`src/rtl/bin_histogram_sequencer_pkg.sv`:
```
// Shared types and sizing for the photon-bin histogram sequencer.
// Holds the sequencer state encoding and the default counter/window widths.
package bin_histogram_sequencer_pkg;

    localparam int NUM_BINS      = 8;
    localparam int CNT_W_DEFAULT = 16;
    localparam int WIN_W_DEFAULT = 24;

    typedef enum logic [1:0] {
        IDLE    = 2'd0,
        CLEAR   = 2'd1,
        ACQUIRE = 2'd2,
        READOUT = 2'd3
    } state_t;

endpackage

```
`src/rtl/bin_sat_counter.sv`:
```
// One histogram bin: a saturating photon counter with a sticky saturation flag.
// Both the count and the flag return to zero on clear.
module bin_sat_counter #(
    parameter int CNT_W = 16
) (
    input  logic             clkin,
    input  logic             rst_n,
    input  logic             clear,
    input  logic             enable,
    input  logic             inc,
    output logic [CNT_W-1:0] count,
    output logic             sat
);

    // NOTE: state registers use non-blocking assignments so that every flop samples pre-edge values.
    always_ff @(posedge clkin or negedge rst_n) begin
        if (!rst_n) begin
            count <= '0;
            sat   <= 1'b0;
        end else if (clear) begin
            count <= '0;
            sat   <= 1'b0;
        end else if (enable && inc) begin
            // Saturate at all-ones and remember that a photon was lost.
            if (&count) sat   <= 1'b1;
            else        count <= count + CNT_W'(1);
        end
    end

endmodule

```
`src/rtl/bin_histogram_sequencer.sv`:
```
// Acquisition sequencer: clears eight bin counters, accumulates photon flags
// over a programmed window, then streams the counts out over a valid/ready port.
module bin_histogram_sequencer
    import bin_histogram_sequencer_pkg::*;
#(
    parameter int CNT_W = CNT_W_DEFAULT,
    parameter int WIN_W = WIN_W_DEFAULT
) (
    input  logic             clkin,
    input  logic             rst_n,
    input  logic             start,
    input  logic             abort,
    input  logic [WIN_W-1:0] window_len,
    input  logic [7:0]       bin_data,
    input  logic             rd_ready,
    output logic             rd_valid,
    output logic [2:0]       rd_bin,
    output logic [CNT_W-1:0] rd_count,
    output logic             busy,
    output logic             overflow,
    output logic             done
);

    localparam logic [2:0] LAST_BIN = 3'(NUM_BINS - 1);

    state_t             state, state_nxt;
    logic [1:0]         rst_sync;
    logic               rst_sync_n;
    logic [WIN_W-1:0]   win_cnt;
    logic [CNT_W-1:0]   cnt [NUM_BINS];
    logic [NUM_BINS-1:0] sat;
    logic               xfer;
    logic [CNT_W-1:0]   first_count;

    // NOTE: reset asserts asynchronously but releases only after two clkin edges, avoiding a metastable release.
    always_ff @(posedge clkin or negedge rst_n) begin
        if (!rst_n) rst_sync <= 2'b00;
        else        rst_sync <= {rst_sync[0], 1'b1};
    end
    assign rst_sync_n = rst_sync[1];

    for (genvar i = 0; i < NUM_BINS; i++) begin : g_bin
        bin_sat_counter #(.CNT_W(CNT_W)) u_cnt (
            .clkin  (clkin),
            .rst_n  (rst_sync_n),
            .clear  (state == CLEAR),
            .enable (state == ACQUIRE),
            .inc    (bin_data[i]),
            .count  (cnt[i]),
            .sat    (sat[i])
        );
    end

    always_ff @(posedge clkin or negedge rst_sync_n) begin
        if (!rst_sync_n) state <= IDLE;
        else             state <= state_nxt;
    end

    // NOTE: every always_comb output gets a default first, so no path can infer a latch.
    always_comb begin
        state_nxt = state;
        xfer      = (state == READOUT) && rd_valid && rd_ready;
        // Bin 0 is presented on the same edge as the final sample lands, so fold that sample in here.
        first_count = (&cnt[0]) ? cnt[0] : cnt[0] + CNT_W'(bin_data[0]);
        if (state != IDLE && abort) begin
            state_nxt = IDLE;
        end else begin
            case (state)
                IDLE:    if (start) state_nxt = CLEAR;
                CLEAR:   state_nxt = (win_cnt == '0) ? READOUT : ACQUIRE;
                ACQUIRE: if (win_cnt == WIN_W'(1)) state_nxt = READOUT;
                READOUT: if (xfer && rd_bin == LAST_BIN) state_nxt = IDLE;
                default: state_nxt = IDLE;
            endcase
        end
    end

    always_ff @(posedge clkin or negedge rst_sync_n) begin
        if (!rst_sync_n) begin
            win_cnt  <= '0;
            rd_bin   <= '0;
            rd_count <= '0;
            rd_valid <= 1'b0;
            busy     <= 1'b0;
            overflow <= 1'b0;
            done     <= 1'b0;
        end else begin
            busy     <= (state_nxt != IDLE);
            rd_valid <= (state_nxt == READOUT);
            done     <= xfer && (rd_bin == LAST_BIN) && !abort;
            overflow <= (state == CLEAR) ? 1'b0 : |sat;

            if (state == IDLE && start)  win_cnt <= window_len;
            else if (state == ACQUIRE)   win_cnt <= win_cnt - WIN_W'(1);

            // Counts are frozen in READOUT, so the next word can be fetched on the transfer edge.
            if (state_nxt != READOUT) begin
                rd_bin   <= '0;
                rd_count <= '0;
            end else if (state != READOUT) begin
                rd_bin   <= '0;
                rd_count <= (state == ACQUIRE) ? first_count : '0;
            end else if (xfer) begin
                rd_bin   <= rd_bin + 3'd1;
                rd_count <= cnt[rd_bin + 3'd1];
            end
        end
    end

endmodule

```
`config.mk`:
```
export PLATFORM = sky130hd
export DESIGN_NAME = bin_histogram_sequencer
export DESIGN_NICKNAME = d
export VERILOG_FILES = /design/src/rtl/bin_histogram_sequencer_pkg.sv /design/src/rtl/bin_sat_counter.sv /design/src/rtl/bin_histogram_sequencer.sv
export SDC_FILE = /design/constraint.sdc
export NUM_CORES = 1
export LEC_CHECK = 0
export CELL_PAD_IN_SITES_DETAIL_PLACEMENT = 1
export CELL_PAD_IN_SITES_GLOBAL_PLACEMENT = 1
export CORE_MARGIN = 2
export CORE_UTILIZATION = 30
export CTS_BUF_LIST = sky130_fd_sc_hd__clkbuf_8
export DETAILED_ROUTE_END_ITERATION = 10
export GPL_ROUTABILITY_DRIVEN = 0
export PLACE_DENSITY = 0.61
export SYNTH_ARGS = -nofsm -noshare
export SYNTH_HDL_FRONTEND = slang
export SYNTH_HIERARCHICAL = 1
export SYNTH_SLANG_ARGS = --single-unit
```
`constraint.sdc`:
```
create_clock -name clkin -period 11.7 [get_ports clkin]
set_input_delay 1.755 -clock clkin [delete_from_list [all_inputs] [get_ports clkin]]
set_output_delay 1.755 -clock clkin [all_outputs]
set_load 0.005 [all_outputs]
```
-- Yosys cells after proc, flatten, opt, wreduce, memory -nomap -nowiden
Cells that the tools add are included.
- bits in registers: 187
- output and inout port bits: 23
- word-level logic and storage cells: 184
- add/sub/neg operators: 11
- $lt $le $gt $ge: 1
- equal/unequal tests: 16
- mux-type cells: 68
- bitwise gates (word level): 1
- reduce and logical (&&, ||, !) cells: 62
- operators by type and width (kind ; number):
    two-way mux 16 bit ; 31
    adder 16 x 1 -> 16 bit, second input constant ; 8
    AND reduction 16 bit ; 8
    binary-select mux 16 bit (select 3 bit) ; 1
    two-way mux 24 bit ; 2
    nonzero test 2 bit ; 19
    AND reduction 2 bit ; 16
    two-way mux 1 bit ; 26
    == test 24 x 1 -> 1 bit, second input constant ; 1
    zero test 24 bit ; 1
    subtractor 24 x 1 -> 24 bit, second input constant ; 1
    inequality test 2 bit, second input constant ; 9
    adder 16 x 1 -> 16 bit ; 1
    logical AND 1 bit ; 14
    two-way mux 3 bit ; 3
    two-way mux 2 bit ; 4
    one-hot mux 2 bit (4 select lines) ; 1
    OR reduction 8 bit ; 1
    == test 2 bit, second input constant ; 3
    >= comparator 4 bit, second input constant ; 1
    NOT 3 -> 4 bit ; 1
    adder 3 x 1 -> 3 bit, second input constant ; 1
    == test 3 bit, second input constant ; 1
    nonzero test 3 bit ; 1
    4 further kinds ; 4

-- Logic depth before layout (Yosys ltp)
- depth after elaboration: 9
- depth in mapped cells: 9

-- Modules after synthesis
Netlist, hierarchy kept.
- by module, submodules not included (module ; times used ; cells each ; area an instance (um2) ; seq. area each (um2)):
    bin_sat_counter ; 8 ; 99 ; 969.7 ; 425.4
    bin_histogram_sequencer ; 1 ; 399 ; 3967.6 ; 1276.2

-- Worst setup path before layout
Ideal clock, no wire load.
- path kind: input to register
- start point: in bin_data[0]
- end point: reg rd_count[14]
- library setup time: 121 ps
- data arrival time: 3171 ps
- path slack: 8408 ps
- stages on the path: 7
- buffers on the path: 0
- path through: ha_1 -> ha_1 -> nand4_1 -> nor4_1 -> mux2i_1 -> o21ai_0 -> a22o_1
- cells in the longest elaborated chain, start to end: 5
- ends and longest elaborated chain (what ; RTL line ; text):
    start, declared ; bin_histogram_sequencer.sv:14 ; input logic [7:0] bin_data,
    adder 16 x 1 -> 16 bit ; bin_histogram_sequencer.sv:64 ; first_count = (&cnt[0]) ? cnt[0] : cnt[0] + CNT_W'(bin_data[0]);
    two-way mux 16 bit ; bin_histogram_sequencer.sv:64 ;
    two-way mux 16 bit ; bin_histogram_sequencer.sv:102 ; rd_count <= (state == ACQUIRE) ? first_count : '0;
    two-way mux 16 bit ; bin_histogram_sequencer.sv:100 ; end else if (state != READOUT) begin
    two-way mux 16 bit ; bin_histogram_sequencer.sv:97 ; if (state_nxt != READOUT) begin
    end signal, assigned ; bin_histogram_sequencer.sv:102 ;
    end signal, assigned ; bin_histogram_sequencer.sv:105 ; rd_count <= cnt[rd_bin + 3'd1];
    end, declared ; bin_histogram_sequencer.sv:18 ; output logic [CNT_W-1:0] rd_count,
Every way passes these cells.
A chain may end at the register's enable or synchronous reset.

-- Worst setup path after layout
- start point: reg state[0]
- end point: reg rd_count[8]
- cells in the longest elaborated chain, start to end: 9
- ends and longest elaborated chain (what ; RTL line ; text):
    start, declared ; bin_histogram_sequencer.sv:26 ; state_t state, state_nxt;
    start signal, assigned ; bin_histogram_sequencer.sv:56 ; else state <= state_nxt;
    == test 2 bit ; bin_histogram_sequencer.sv:62, bin_histogram_sequencer.sv:68 ;
    logical AND 1 bit (2 in a row) ; bin_histogram_sequencer.sv:62 ; xfer = (state == READOUT) && rd_valid && rd_ready;
    logical AND 1 bit ; bin_histogram_sequencer.sv:72 ; READOUT: if (xfer && rd_bin == LAST_BIN) state_nxt = IDLE;
    two-way mux 2 bit ; bin_histogram_sequencer.sv:72 ;
    one-hot mux 2 bit (4 select lines) ; bin_histogram_sequencer.sv:68 ; case (state)
    two-way mux 2 bit ; bin_histogram_sequencer.sv:65 ; if (state != IDLE && abort) begin
    inequality test 2 bit ; bin_histogram_sequencer.sv:97 ;
    nonzero test 3 bit (no source line) / two-way mux 16 bit (equally long branches) ; -- ;
Parallel ways exist; a longest one is shown, timed or not.

==> impl_metrics.toml <==
[status]
status = "finished, final reports clean"

[timing]
setup_ws_ns = 7.87
slew_violations = 0
fmax_ghz = 0.261
final-hold-violation-count = 0
hold_ws_ns = 0.356
fin_skew_ns = 0.0203
setup-tns-final_ns = 0
finalCriticalPeriod_ns = 3.83
rsz0062_at_grt = "false"
slew_headroom_pct = 26.4
min_period_over_period_pct = 32.7
setup_viol = 0
worst_slew_pin_slew_ns = 1.10

[place]
hpwl_mm = 25.6
dp_slack_ns = 7.53
io_buffers = 59

[drt]
num_vias = 10151
drt_wl_total_mm = 36.1
ant_nets = 0
drc = 0
drt-initial-drc-count = 639
via_per_inst = 5.76
dr.pass1.iters = 5
wire_per_inst_um = 20.5

[die]
start_util_pct = 30.3
die_w_um = 202
core_mm2 = 0.0386
dieArea_mm2 = 0.0407
die_h_um = 202
num_io_pins = 60
placementRows = 72

[finish]
regArea_mm2 = 0.00468
layout-drive-gt1-share_pct = 15.1
syn2layout_area_growth_pct = 12.8
fillers = 4356
antenna_cells = 0
nets = 1283
multi_input_area_mm2 = 0.00673

[clock_network]
clock_sinks = 187
post-cts-setup-buffer-count = 0
cts_tree = "done"
ctsHoldBuffers = 0
path_clk_slew_ns = 0.11
cts_max_level = 4
clockRootBuffer = "clkbuf_8"
cts-resized-gates = 0
clk_latency_ns = 0.50
numCtsBuffers = 17
clk_path_buf_depth = 2

[synthesis]
yosysWarnings = 6
netlist.area_leader.share_pct = 39.9
syn_nets = 1243
synth-main-ff-cell = "dfrtp_1"
yosysTopAreaCell = "dfrtp_1"
synth_area_mm2 = 0.0117
synth_area_leaders = "dfrtp_1, mux4_2, a21oi_1"
syn-instance-count = 1191
ys_ff_latch = 187
avgSynthCellArea_um2 = 9.84
synth_edf_count = 0
ys_async_sr_fraction_pct = 100
ys_seq_area_share_pct = 39.9
synth_cell_types = 66

[pwr]
power.density_mw_per_mm2 = 117
vdd_drop_max_v = 0.0000750
p_leak_nw = 4.95
power_mw = 1.54

[global_route]
grt_pass1_vias = 10284
antenna_found_initial = 0
grt_max_degree = 73
grt_pass1_wl_mm = 58.4
grt.total_usage_pct = 18.1
overflow = 0

[critical_path]
crit_arrival_ns = 4.26
endpoint_kind = "flip-flop"
critPathRequiredTime_ns = 12.13
critical_path.startpoint_type = "flip-flop"
critPathMaxFanout = 55
worstSetupPathType = "reg2reg"

[job]
drv_cap = 0

[min_path]
hold_class = "reg2reg"
==> flip-flops by register name, indices dropped and copies added (netlist names) <==
register / flops
busy: 1
done: 1
g_bin.u_cnt/count: 128
g_bin.u_cnt/sat: 8
overflow: 1
rd_bin: 3
rd_count: 16
rd_valid: 1
rst_sync: 2
state: 2
win_cnt: 24
==> final timing paths <==
| kind | end | cells past startpoint | slack [ns] | from |
|---|---|---|---|---|
| max in group asynchronous | g_bin[4].u_cnt/count[6] | 1 | 9.78 | rst_sync[1] |
| worst max-delay path | rd_count[8] | 7 | 7.87 | state[0] |
| worst max register to register | rd_count[8] | 7 | 7.87 | state[0] |
| worst min register to register | rst_sync[1] | 0 | 0.36 | rst_sync[0] |
| min in group asynchronous | g_bin[0].u_cnt/count[1] | 0 | 0.39 | rst_sync[1] |
| worst min-delay path | rst_sync[1] | 0 | 0.36 | rst_sync[0] |
==> through the flow <==
| step | area, um2 | utilization, % | cells |
|---|---|---|---|
| detailed placement | 12800 | 33.1 | 1730 |
| finish | 13200 | 34.2 | 1761 |
| CTS | 13200 | 34.2 | 1761 |
| global route | 13200 | 34.2 | 1761 |
| global placement | 12800 | 33.1 | 1730 |
| floorplan | 11700 | - | 1191 |
==> cell families (layout without fill, tap and decap cells) <==
| family | count (synthesis) | in the layout | synth area share (%) |
|---|---|---|---|
| and+or+nand+nor | 493 | 493 | 27.2 |
| AOI/OAI and AO/OA | 347 | 347 | 18.1 |
| DFF | 187 | 187 | 39.9 |
| buffers and inverters | 66 | 118 | 2.82 |
| muxes | 58 | 58 | 8.52 |
| xor gates and xnor gates | 24 | 24 | 1.79 |
| adders and majority gates | 15 | 15 | 1.60 |
| other | 1 | 1 | 0.0320 |
==> cells in the mapped netlist, drive strengths merged, types with 15 or more instances <==
library cell	instances
nor2	36
xnor2	19
nand3	59
nand2	93
a21oi	127
mux4	32
nor3	30
and3	20
o31ai	68
dfrtp	187
nand4	54
o21ai	83
nor2b	18
buf	20
or3	66
or4	59
inv	20
clkbuf	26
ha	15
nor4	24
==> cell usage in the layout, fill, tap and decap left out, types with 5 or more instances in the layout <==
| cell | synthesis | final |
|---|---|---|
| mux2_2 | 14 | 14 |
| and4_1 | 8 | 8 |
| nor4_1 | 15 | 15 |
| or4_1 | 50 | 50 |
| or3_1 | 26 | 26 |
| and2_1 | 13 | 13 |
| or4_2 | 8 | 8 |
| ha_1 | 15 | 15 |
| nor2_1 | 36 | 36 |
| mux4_2 | 32 | 32 |
| xor2_1 | 5 | 5 |
| xnor2_1 | 19 | 19 |
| o21ai_0 | 80 | 80 |
| nor4_4 | 8 | 8 |
| o211ai_1 | 10 | 10 |
| clkbuf_8 | 0 | 19 |
| nand4_1 | 29 | 29 |
| a21o_1 | 8 | 8 |
| a32o_1 | 7 | 7 |
| nand2_1 | 93 | 93 |
| a31oi_1 | 13 | 13 |
| o41ai_1 | 9 | 9 |
| nor3_1 | 30 | 29 |
| a21oi_1 | 127 | 127 |
| inv_1 | 19 | 20 |
| dfrtp_1 | 187 | 185 |
| nand4_4 | 8 | 8 |
| o31ai_1 | 68 | 68 |
| buf_4 | 1 | 8 |
| or3_2 | 40 | 40 |
| and3_1 | 12 | 12 |
| or2_2 | 5 | 5 |
| nand3_1 | 59 | 59 |
| clkdlybuf4s50_1 | 0 | 59 |
| mux2i_1 | 12 | 12 |
| and3_2 | 8 | 8 |
| nor2b_1 | 18 | 17 |
| nand4_2 | 17 | 17 |
==> area by class of cell <==
cell class,count,share of cell area [%]
Sequential cell,187,35.4
Tap cell,518,4.90
Inverter,20,0.568
Timing Repair Buffer,67,4.92
Clock inverter,12,1.31
Clock buffer,19,1.98
Multi-Input combinational cell,938,50.9
==> worst max-delay path: stages (launching register included) <==
cell and delay, ns:
dfrtp_1 0.85, nor2b_4 0.26, buf_4 0.49, buf_4 0.62, a22oi_1 0.24, nor3_1 0.47
o21a_1 0.49, a32o_1 0.25
==> power by group <==
group | internal [mW] | switching, mW | total [mW]
Sequential | 0.697 | 0.0849 | 0.782
Clock | 0.242 | 0.255 | 0.497
Combinational | 0.105 | 0.160 | 0.265
Total | 1.04 | 0.500 | 1.54
==> routing by layer <==
layer	part of all wire (%)	global-route usage, %
met1	48	25.1
met2	48	29.3
met3	2.3	2.87
met4	1.7	4.75
met5	0	0
No activity file was read; power rests on OpenSTA's default activity.
